[src/rtl/user_dma_rr_arbiter.sv]
// Two-channel round-robin DMA arbiter: read-request and write-data channels share the Tx engine.
// Optional per-channel watchdog enabled by defining USER_DMA_ARB_WDOG_EN.
module user_dma_rr_arbiter #(
  parameter int NUM_SLAVES  = 4,
  parameter int ADDR_WIDTH  = 32,
  parameter int LEN_WIDTH   = 12,
  parameter int TAG_WIDTH   = 8,
  parameter int DATA_WIDTH  = 64,
  parameter int DMA_LEN     = 5,
  parameter int WDOG_CYCLES = 1024
) (
  input  logic                             i_clk,
  input  logic                             i_rst_n,
  // read request channel, slave side
  input  logic [NUM_SLAVES-1:0]            i_slave_dma_req,
  input  logic [NUM_SLAVES*ADDR_WIDTH-1:0] i_slave_dma_addr,
  input  logic [NUM_SLAVES*LEN_WIDTH-1:0]  i_slave_dma_len,
  input  logic [NUM_SLAVES*TAG_WIDTH-1:0]  i_slave_dma_tag,
  output logic [NUM_SLAVES-1:0]            o_slave_dma_ack,
  // write data channel, slave side
  input  logic [NUM_SLAVES-1:0]            i_slave_dma_data_avail,
  input  logic [NUM_SLAVES*ADDR_WIDTH-1:0] i_slave_dma_wr_addr,
  input  logic [NUM_SLAVES*DMA_LEN-1:0]    i_slave_dma_wr_len,
  input  logic [NUM_SLAVES*DATA_WIDTH-1:0] i_slave_dma_data,
  output logic [NUM_SLAVES-1:0]            o_slave_dma_data_rd,
  output logic [NUM_SLAVES-1:0]            o_slave_dma_done,
  // read request channel, Tx engine side
  output logic                             o_dma_req,
  input  logic                             i_dma_ack,
  output logic [ADDR_WIDTH-1:0]            o_dma_req_addr,
  output logic [LEN_WIDTH-1:0]             o_dma_req_len,
  output logic [TAG_WIDTH-1:0]             o_dma_req_tag,
  // write data channel, Tx engine side
  output logic                             o_dma_data_avail,
  output logic [ADDR_WIDTH-1:0]            o_dma_wr_addr,
  output logic [DATA_WIDTH-1:0]            o_dma_data,
  output logic [DMA_LEN-1:0]               o_dma_len,
  input  logic                             i_dma_data_rd,
  input  logic                             i_dma_done,
  // status
  output logic [$clog2(NUM_SLAVES)-1:0]    o_rd_grant_id,
  output logic [$clog2(NUM_SLAVES)-1:0]    o_wr_grant_id,
  output logic                             o_rd_timeout,
  output logic                             o_wr_timeout
);

  localparam int SEL_W = $clog2(NUM_SLAVES);

  typedef enum logic {
    ST_IDLE = 1'b0,
    ST_BUSY = 1'b1
  } state_t;

  // First requester after 'last' in circular order; 'last' itself is checked at the end.
  function automatic logic [SEL_W-1:0] rr_pick(input logic [NUM_SLAVES-1:0] req,
                                              input logic [SEL_W-1:0]      last);
    logic [SEL_W-1:0] pick;
    logic             found;
    int               idx;
    pick  = last;
    found = 1'b0;
    for (int i = 1; i <= NUM_SLAVES; i++) begin
      idx = int'(last) + i;
      if (idx >= NUM_SLAVES) idx = idx - NUM_SLAVES;
      if (!found && req[idx]) begin
        found = 1'b1;
        pick  = idx[SEL_W-1:0];
      end
    end
    return pick;
  endfunction

  state_t           r_rd_state, w_rd_state_next;
  state_t           r_wr_state, w_wr_state_next;
  logic [SEL_W-1:0] r_rd_sel, w_rd_sel_next, r_rd_last, w_rd_last_next;
  logic [SEL_W-1:0] r_wr_sel, w_wr_sel_next, r_wr_last, w_wr_last_next;
  logic [SEL_W-1:0] w_rd_pick, w_wr_pick;

  logic [NUM_SLAVES-1:0] w_rd_oh, w_wr_oh;
  logic                  w_rd_req_out, w_rd_ack_fire;
  logic                  w_wr_avail_out, w_wr_rd_fire, w_wr_done_fire;
  logic                  w_rd_wdog_hit, w_wr_wdog_hit;

  logic [ADDR_WIDTH-1:0] w_addr_arr    [NUM_SLAVES];
  logic [LEN_WIDTH-1:0]  w_len_arr     [NUM_SLAVES];
  logic [TAG_WIDTH-1:0]  w_tag_arr     [NUM_SLAVES];
  logic [ADDR_WIDTH-1:0] w_wr_addr_arr [NUM_SLAVES];
  logic [DMA_LEN-1:0]    w_wr_len_arr  [NUM_SLAVES];
  logic [DATA_WIDTH-1:0] w_data_arr    [NUM_SLAVES];

  genvar gi;
  generate
    for (gi = 0; gi < NUM_SLAVES; gi++) begin : g_slave
      assign w_addr_arr[gi]    = i_slave_dma_addr[gi*ADDR_WIDTH +: ADDR_WIDTH];
      assign w_len_arr[gi]     = i_slave_dma_len[gi*LEN_WIDTH +: LEN_WIDTH];
      assign w_tag_arr[gi]     = i_slave_dma_tag[gi*TAG_WIDTH +: TAG_WIDTH];
      assign w_wr_addr_arr[gi] = i_slave_dma_wr_addr[gi*ADDR_WIDTH +: ADDR_WIDTH];
      assign w_wr_len_arr[gi]  = i_slave_dma_wr_len[gi*DMA_LEN +: DMA_LEN];
      assign w_data_arr[gi]    = i_slave_dma_data[gi*DATA_WIDTH +: DATA_WIDTH];
      assign w_rd_oh[gi]       = (r_rd_sel == SEL_W'(gi));
      assign w_wr_oh[gi]       = (r_wr_sel == SEL_W'(gi));
    end
  endgenerate

  assign w_rd_pick = rr_pick(i_slave_dma_req, r_rd_last);
  assign w_wr_pick = rr_pick(i_slave_dma_data_avail, r_wr_last);

  // Read channel: a withdrawn request releases the grant, but a same-cycle ack takes priority.
  always_comb begin
    w_rd_state_next = r_rd_state;
    w_rd_sel_next   = r_rd_sel;
    w_rd_last_next  = r_rd_last;
    w_rd_req_out    = 1'b0;
    w_rd_ack_fire   = 1'b0;
    case (r_rd_state)
      ST_IDLE: begin
        if (|i_slave_dma_req) begin
          w_rd_sel_next   = w_rd_pick;
          w_rd_last_next  = w_rd_pick;
          w_rd_state_next = ST_BUSY;
        end
      end
      ST_BUSY: begin
        w_rd_req_out = |(i_slave_dma_req & w_rd_oh);
        if (i_dma_ack) begin
          w_rd_ack_fire   = 1'b1;
          w_rd_state_next = ST_IDLE;
        end else if (!w_rd_req_out || w_rd_wdog_hit) begin
          w_rd_state_next = ST_IDLE;
        end
      end
      default: w_rd_state_next = ST_IDLE;
    endcase
  end

  // Write channel: the grant holds until done, regardless of data_avail.
  always_comb begin
    w_wr_state_next = r_wr_state;
    w_wr_sel_next   = r_wr_sel;
    w_wr_last_next  = r_wr_last;
    w_wr_avail_out  = 1'b0;
    w_wr_rd_fire    = 1'b0;
    w_wr_done_fire  = 1'b0;
    case (r_wr_state)
      ST_IDLE: begin
        if (|i_slave_dma_data_avail) begin
          w_wr_sel_next   = w_wr_pick;
          w_wr_last_next  = w_wr_pick;
          w_wr_state_next = ST_BUSY;
        end
      end
      ST_BUSY: begin
        w_wr_avail_out = |(i_slave_dma_data_avail & w_wr_oh);
        w_wr_rd_fire   = i_dma_data_rd;
        if (i_dma_done) begin
          w_wr_done_fire  = 1'b1;
          w_wr_state_next = ST_IDLE;
        end else if (w_wr_wdog_hit) begin
          w_wr_state_next = ST_IDLE;
        end
      end
      default: w_wr_state_next = ST_IDLE;
    endcase
  end

  always_ff @(posedge i_clk or negedge i_rst_n) begin
    if (!i_rst_n) begin
      r_rd_state <= ST_IDLE;
      r_wr_state <= ST_IDLE;
      r_rd_sel   <= '0;
      r_wr_sel   <= '0;
      r_rd_last  <= SEL_W'(NUM_SLAVES - 1);
      r_wr_last  <= SEL_W'(NUM_SLAVES - 1);
    end else begin
      r_rd_state <= w_rd_state_next;
      r_wr_state <= w_wr_state_next;
      r_rd_sel   <= w_rd_sel_next;
      r_wr_sel   <= w_wr_sel_next;
      r_rd_last  <= w_rd_last_next;
      r_wr_last  <= w_wr_last_next;
    end
  end

`ifdef USER_DMA_ARB_WDOG_EN
  localparam int WDOG_W = $clog2(WDOG_CYCLES + 1);

  logic [WDOG_W-1:0] r_rd_wdog, r_wr_wdog;
  logic              r_rd_timeout, r_wr_timeout;
  logic              w_rd_to_fire, w_wr_to_fire;

  // Counters sit at zero while idle, so they start from zero on every new grant.
  assign w_rd_wdog_hit = (r_rd_state == ST_BUSY) && (r_rd_wdog == WDOG_W'(WDOG_CYCLES - 1));
  assign w_wr_wdog_hit = (r_wr_state == ST_BUSY) && (r_wr_wdog == WDOG_W'(WDOG_CYCLES - 1));
  assign w_rd_to_fire  = w_rd_wdog_hit && !i_dma_ack && w_rd_req_out;
  assign w_wr_to_fire  = w_wr_wdog_hit && !i_dma_done;

  always_ff @(posedge i_clk or negedge i_rst_n) begin
    if (!i_rst_n) begin
      r_rd_wdog    <= '0;
      r_wr_wdog    <= '0;
      r_rd_timeout <= 1'b0;
      r_wr_timeout <= 1'b0;
    end else begin
      r_rd_wdog    <= (r_rd_state == ST_BUSY) ? r_rd_wdog + 1'b1 : '0;
      r_wr_wdog    <= (r_wr_state == ST_BUSY) ? r_wr_wdog + 1'b1 : '0;
      r_rd_timeout <= w_rd_to_fire;
      r_wr_timeout <= w_wr_to_fire;
    end
  end

  assign o_rd_timeout = r_rd_timeout;
  assign o_wr_timeout = r_wr_timeout;
`else
  assign w_rd_wdog_hit = 1'b0;
  assign w_wr_wdog_hit = 1'b0;
  assign o_rd_timeout  = 1'b0;
  assign o_wr_timeout  = 1'b0;
`endif

  assign o_dma_req        = w_rd_req_out;
  assign o_slave_dma_ack  = w_rd_ack_fire ? w_rd_oh : '0;
  assign o_dma_req_addr   = w_addr_arr[r_rd_sel];
  assign o_dma_req_len    = w_len_arr[r_rd_sel];
  assign o_dma_req_tag    = w_tag_arr[r_rd_sel];
  assign o_rd_grant_id    = r_rd_sel;

  assign o_dma_data_avail    = w_wr_avail_out;
  assign o_slave_dma_data_rd = w_wr_rd_fire ? w_wr_oh : '0;
  assign o_slave_dma_done    = w_wr_done_fire ? w_wr_oh : '0;
  assign o_dma_wr_addr       = w_wr_addr_arr[r_wr_sel];
  assign o_dma_len           = w_wr_len_arr[r_wr_sel];
  assign o_dma_data          = w_data_arr[r_wr_sel];
  assign o_wr_grant_id       = r_wr_sel;

endmodule

[config.mk]
export PLATFORM = sky130hd
export DESIGN_NAME = user_dma_rr_arbiter
export DESIGN_NICKNAME = d
export VERILOG_FILES = /design/src/rtl/user_dma_rr_arbiter.sv
export SDC_FILE = /design/constraint.sdc
export NUM_CORES = 1
export LEC_CHECK = 0
export ABC_AREA = 1
export ABC_CLOCK_PERIOD_IN_PS = 3600
export CORE_AREA = 2 2 308 310
export DETAILED_ROUTE_END_ITERATION = 12
export DIE_AREA = 0 0 310 312
export PLACE_DENSITY = 0.33
export SLEW_MARGIN = 10
export SYNTH_ARGS = -nofsm -noshare
export SYNTH_HDL_FRONTEND = slang
export SYNTH_SLANG_ARGS = --single-unit
export TNS_END_PERCENT = 10
[constraint.sdc]
create_clock -name i_clk -period 3.6 [get_ports i_clk]
set_input_delay 0.54 -clock i_clk [delete_from_list [all_inputs] [get_ports i_clk]]
set_output_delay 0.54 -clock i_clk [all_outputs]
set_load 0.1 [all_outputs]
==> impl_metrics.py <==
metrics = {
    "status": {
        "status": "completed",
    },
    "worst_setup_path": {
        "crit_type": "flop to output pin",
        "end_kind": "output pin",
        "cp-start-kind": "flop",
        "crit_fanout": 55,
        "cp.arrival_ps": 2460,
        "cp.required_ps": 3060,
    },
    "timing": {
        "final_hold_viol_count": 0,
        "rsz0062_at_grt": "false",
        "fmax_ghz": 0.3335,
        "tightest_slew_ps": 1104,
        "skew_ps": 0.4443,
        "drv_slew": 0,
        "slew_headroom": 0.2643,
        "finalSetupViolations": 0,
        "setup_tns_ps": 0,
        "min_period_ps": 2998,
        "timing.final.crit_share": 0.8328,
    },
    "floorplanning": {
        "num_rows": 112,
        "die_w_um": 310,
        "die-area_um2": 96720,
        "core_um2": 93050,
        "ios": 798,
        "initial_core_util": 0.05340,
        "die_y_um": 312,
    },
    "routing": {
        "drc": 0,
        "vias": 10200,
        "vias_per_cell": 3.580,
        "wl_met1_mm": 25.66,
        "first_iter_violations": 564,
        "met3_length_mm": 4.880,
        "highest_layer": "met5",
        "routed_wl_mm": 67.08,
        "wl_per_cell_um": 23.55,
        "wl_met2_mm": 35.30,
        "route.antenna.remaining_nets": 0,
        "drtPass1Iterations": 5,
    },
    "clocking": {
        "cts.clk_slew.worst_paths_ps": 40,
        "insertion_delay_ps": 240,
        "post_cts_buffers": 0,
        "cts_buffers": 3,
        "htree_levels": 1,
        "cts_buffer_depth": 2,
        "tritoncts": "done",
        "cts_root_buffer": "clkbuf_16",
        "postCtsHoldBufs": 0,
        "cts_sinks": 10,
        "post_cts_resized": 0,
    },
    "global_route": {
        "antenna_found_initial": 13,
        "grt_max_degree": 111,
        "grt_use_total": 0.1296,
        "grt-ovfl-total": 0,
        "grt_pass1_wl_mm": 87.80,
        "grt_pass1_vias": 10550,
    },
    "logic_synthesis": {
        "ys.flop_type": "dfrtp_1",
        "synth_warnings": 0,
        "syn_area_per_cell_um2": 5.678,
        "ys_ff_latch": 10,
        "yosys-top-cells-area": "nand3_1 37%, a22oi_1 23%, o211ai_1 7.9%",
        "synth_adder_area_share": 0,
        "syn_inst": 875,
        "synth_edf_count": 0,
        "synth_common_cells": "367 x nand3_1, 152 x a22oi_1, 69 x nand2_1",
        "yosysMostFrequentCell": "nand3_1",
        "synth_top_family_by_area": "simple AND/OR/NAND/NOR gates",
        "ys_seq_area_frac": 0.05137,
        "muxShareOfSynthArea": 0,
        "synth-compound-area-share": 0.3281,
        "synth_top_area_share": 0.3697,
        "syn_area_um2": 4969,
        "synth_cell_types": 32,
        "synthSimpleGateAreaFrac": 0.4654,
        "ys_async_sr_fraction": 1.000,
        "synth_top_area_cell": "nand3_1",
        "synth-xor-area-share": 0.001763,
    },
    "min_path": {
        "hp-class": "flop to flop",
    },
    "finish": {
        "seqCellArea_um2": 265.3,
        "final_cell_area_um2": 15780,
        "area.growth.synth_to_final_pct": 217.7,
        "drive_gt1_frac": 0.1462,
        "fill_cells": 10580,
        "multiInputGateArea_um2": 3981,
        "num-nets-final": 2221,
    },
    "placed_design": {
        "routabilityCongestion": 0.8476,
        "dp_hpwl_mm": 57.53,
        "dpl_cell_area_um2": 15710,
        "port_buffers": 795,
    },
    "run": {
        "cap_violations": 0,
    },
}
==> per-stage QoR <==
step	hold slack [ps]	cells	util	setup slack (ps)
global route	533.8	2848	0.1696	504.1
finish	510.9	2849	0.1696	601.8
CTS	509.5	2848	0.1696	573.4
global placement	496.2	2845	0.1688	804.1
detailed placement	501.2	2845	0.1688	833.9
floorplan	244.4	876	-	33.52
==> cell families after synthesis <==
family                    after synthesis
AOI/OAI and AO/OA                     220
xor gates and xnor gates                1
buffers and inverters                 171
DFF                                    10
other                                   1
and+or+nand+nor                       472
==> worst max-delay path, cell delays in order, from the launching register on <==
cell and delay [ps]:
dfrtp_2 400, buf_4 530, clkdlybuf4s50_1 1270
==> final timing paths <==
check,from,end,slack (ps),depth (start not counted)
worst max-delay path,o_rd_grant_id[1],o_rd_grant_id[1],600,2
worst min-delay path,r_rd_last[1],r_rd_last[1],510,2
worst max register to register,o_rd_grant_id[1],r_rd_state,1550,5
worst min register to register,r_rd_last[1],r_rd_last[1],510,2
max in group asynchronous,i_rst_n,o_wr_grant_id[1],2490,1
min in group asynchronous,i_rst_n,r_rd_state,680,1
==> layout make-up <==
class / count / area share
timing repair buffer: 815 / 0.6090
multi-input combinational: 695 / 0.2522
tap: 1254 / 0.09941
inverter: 71 / 0.01768
sequential: 10 / 0.01681
clock buffer: 3 / 0.004756
antenna: 1 / 0.0001585
==> routing by layer <==
layer	up-vias	global-route usage
li1	4707	-
met1	4914	0.1466
met2	518	0.2472
met3	43	0.02882
met4	18	0.02174
met5	-	0
==> placed cells by master (no fill, tap or decap), types with 2 or more instances in the layout <==
cell,Yosys,routed
clkdlybuf4s50_1,0,626
nand3_1,367,367
buf_12,0,154
a22oi_1,152,152
nand2_1,69,69
inv_1,60,60
o211ai_1,52,52
buf_4,11,35
nor2_1,13,13
nand2_2,11,11
inv_2,9,8
a21oi_1,6,6
nand2_4,4,4
dfstp_2,4,4
nor2_4,0,3
clkbuf_16,0,3
inv_4,1,2
nand4_1,2,2
o22ai_1,2,2
o21a_1,2,2
o21ai_1,2,2
conb_1,1,2
dfrtp_2,0,2
dfrtp_4,0,2
dfrtp_1,6,2
==> registers in the layout, summed over array words and instances (netlist names) <==
register	count
o_rd_grant_id	2
o_wr_grant_id	2
r_wr_last	2
r_rd_state	1
r_wr_state	1
r_rd_last	2
Power is left out: the tool's default activity adds up to more than one toggle a clock period on the data nets, which glitch-free logic cannot reach.
==> RTL change: new RTL, same flow settings <==
Add a define of `USER_DMA_ARB_WDOG_EN`.
--- a/src/rtl/user_dma_rr_arbiter.sv
+++ b/src/rtl/user_dma_rr_arbiter.sv
@@ -1,5 +1,7 @@
 // Two-channel round-robin DMA arbiter: read-request and write-data channels share the Tx engine.
 // Optional per-channel watchdog enabled by defining USER_DMA_ARB_WDOG_EN.
+`define USER_DMA_ARB_WDOG_EN
+
 module user_dma_rr_arbiter #(
   parameter int NUM_SLAVES  = 4,
   parameter int ADDR_WIDTH  = 32,
Function: no difference found for any inputs over 4 cycles, from zero or initial values and one cycle with i_rst_n low; that may be too few to reach the edited logic, so the function may still have changed.
==> RTL change against the original RTL <==
  * Cell area increased by 7.9%
  * Core utilization rose by 1.3 points
  * Routed wire length is 2.8% higher
  * Non-clock buffer count fell by 1
  * Maximum frequency grew 0.22%
  * Sequential cell count grew 24
  * Synthesized area up 20%
  * Critical path depth rose by 3
  * Setup slack better by 0.0066 ns
  * Synthesized cell count grew 15%
  * Register-to-register slack better by 0.10 ns
Power is not shown: default switching activity piles up to over one toggle a cycle in this logic, so the estimate is an artifact.
==> RTL change: results (changes against the original RTL) <==
status=completed; critical path startpoint=o_wr_grant_id[1]; number of global-route vias before repair=11500 (+9.0%); Clock Latency Late Sink=0.28 ns (+0.04 ns); CTS Buf Count=5 (+2); share of cells above drive strength 1=14.1% (-0.56 points); Worst path max stage delay=0.56 ns (-0.71 ns); most instantiated cells after synthesis=472 x nand3_1, 152 x a22oi_1, 96 x nand2_1, 48 x buf_2, 45 x clkbuf_1; DRT Wirelength=69.0 mm (+2.8%); Clock Tree Root=clkbuf_16; worst min path class=input port to async pin; CTS clk-pin slew, worst paths=0.05 ns; Cell variety after synth=34 (+6.3%); CP top delay family=simple AND/OR/NAND/NOR gates; htree depth=2 (+1); CP max FO=67 (+22%); initial antenna violation count=16 (+3); Worst-Margin Slew=1.08 ns (-0.0236 ns); GP Congestion=0.845 (-0.27%); Reg2Reg Setup Slack=1.65 ns (+0.10 ns); ranking of synthesized cells by area=nand3_1 39%, a22oi_1 19%, dfrtp_1 13%, nand2_1 6.0%, buf_2 4.0%; Slowest-stage cell, CP=dfrtp_4; CP Capture Point=o_dma_wr_addr[5]; final layout net count=2348 (+5.7%); total track usage=13.3% (+0.32 points); DP Wirelength=58.4 mm (+1.5%); clk_skew=0.00659 ns (+0.00615 ns); register area share after synthesis=14.3% (+9.2 points); 1st-iter DRT viols=674 (+20%); ys flop type=dfrtp_1; IO Port Bufs=797 (+0.25%); largest net degree at the start of global routing=130 (+17%); FF-to-FF path depth=7 (+2); via count=11100 (+8.9%); RR Endpoint=o_rd_timeout; first-pass GRT wire length=90.7 mm (+3.3%); R2R Path Start=o_rd_grant_id[0]
## RTL change: per-stage QoR
stage,instance area [sq um],cells,setup slack [ns],utilization (%)
6_report,17000,2981,0.608,18.3
5_1_grt,17000,2979,0.535,18.3
4_1_cts,17000,2976,0.486,18.3
3_5_place_dp,16900,2968,0.799,18.1
3_3_place_gp,16900,2968,0.757,18.1
2_1_floorplan,5980,1005,0.0485,-
## RTL change: how the worst min path moves through the flow
stage,end,slack (ns),depth (start not counted)
2_1_floorplan,o_rd_grant_id[0],0.24,0
3_3_place_gp,r_rd_wdog[0],0.45,1
3_5_place_dp,r_rd_wdog[0],0.46,1
4_1_cts,r_rd_wdog[2],0.41,1
5_1_grt,r_rd_wdog[1],0.44,1
6_report,r_rd_wdog[2],0.36,1
## RTL change: cell families after synthesis
kind of cell	count (synthesis)	share of synthesized area, %
simple gates	636	52.1
compound gates	187	22.3
buf+inv	146	10.9
flops	34	14.3
fa+ha+maj	2	0.418
## RTL change: final cells by class
class                           count  area [sq um]
Sequential cell                    34           868
Tap cell                         1254          1570
Antenna cell                        5          12.5
Inverter                           41           166
Timing Repair Buffer              814          9800
Clock buffer                        8           136
Fill cell                       10500         76000
Multi-Input combinational cell    825          4490
## RTL change: worst reg2reg max path, cell delays in order (launching register included)
cell      delay [ns]
dfrtp_2         0.48
inv_2           0.08
buf_4           0.52
nand2_1         0.22
o22ai_1         0.15
or2_2           0.15
nand3b_1        0.11
nor2_1          0.16
## RTL change: metal layers
metal	vias to the layer above	routed length [microns]	global-route usage (%)
met5	-	74	0
met4	10	1200	2.29
met3	52	5110	3.04
met2	576	38700	27.0
met1	5310	23900	13.6
li1	5163	-	-
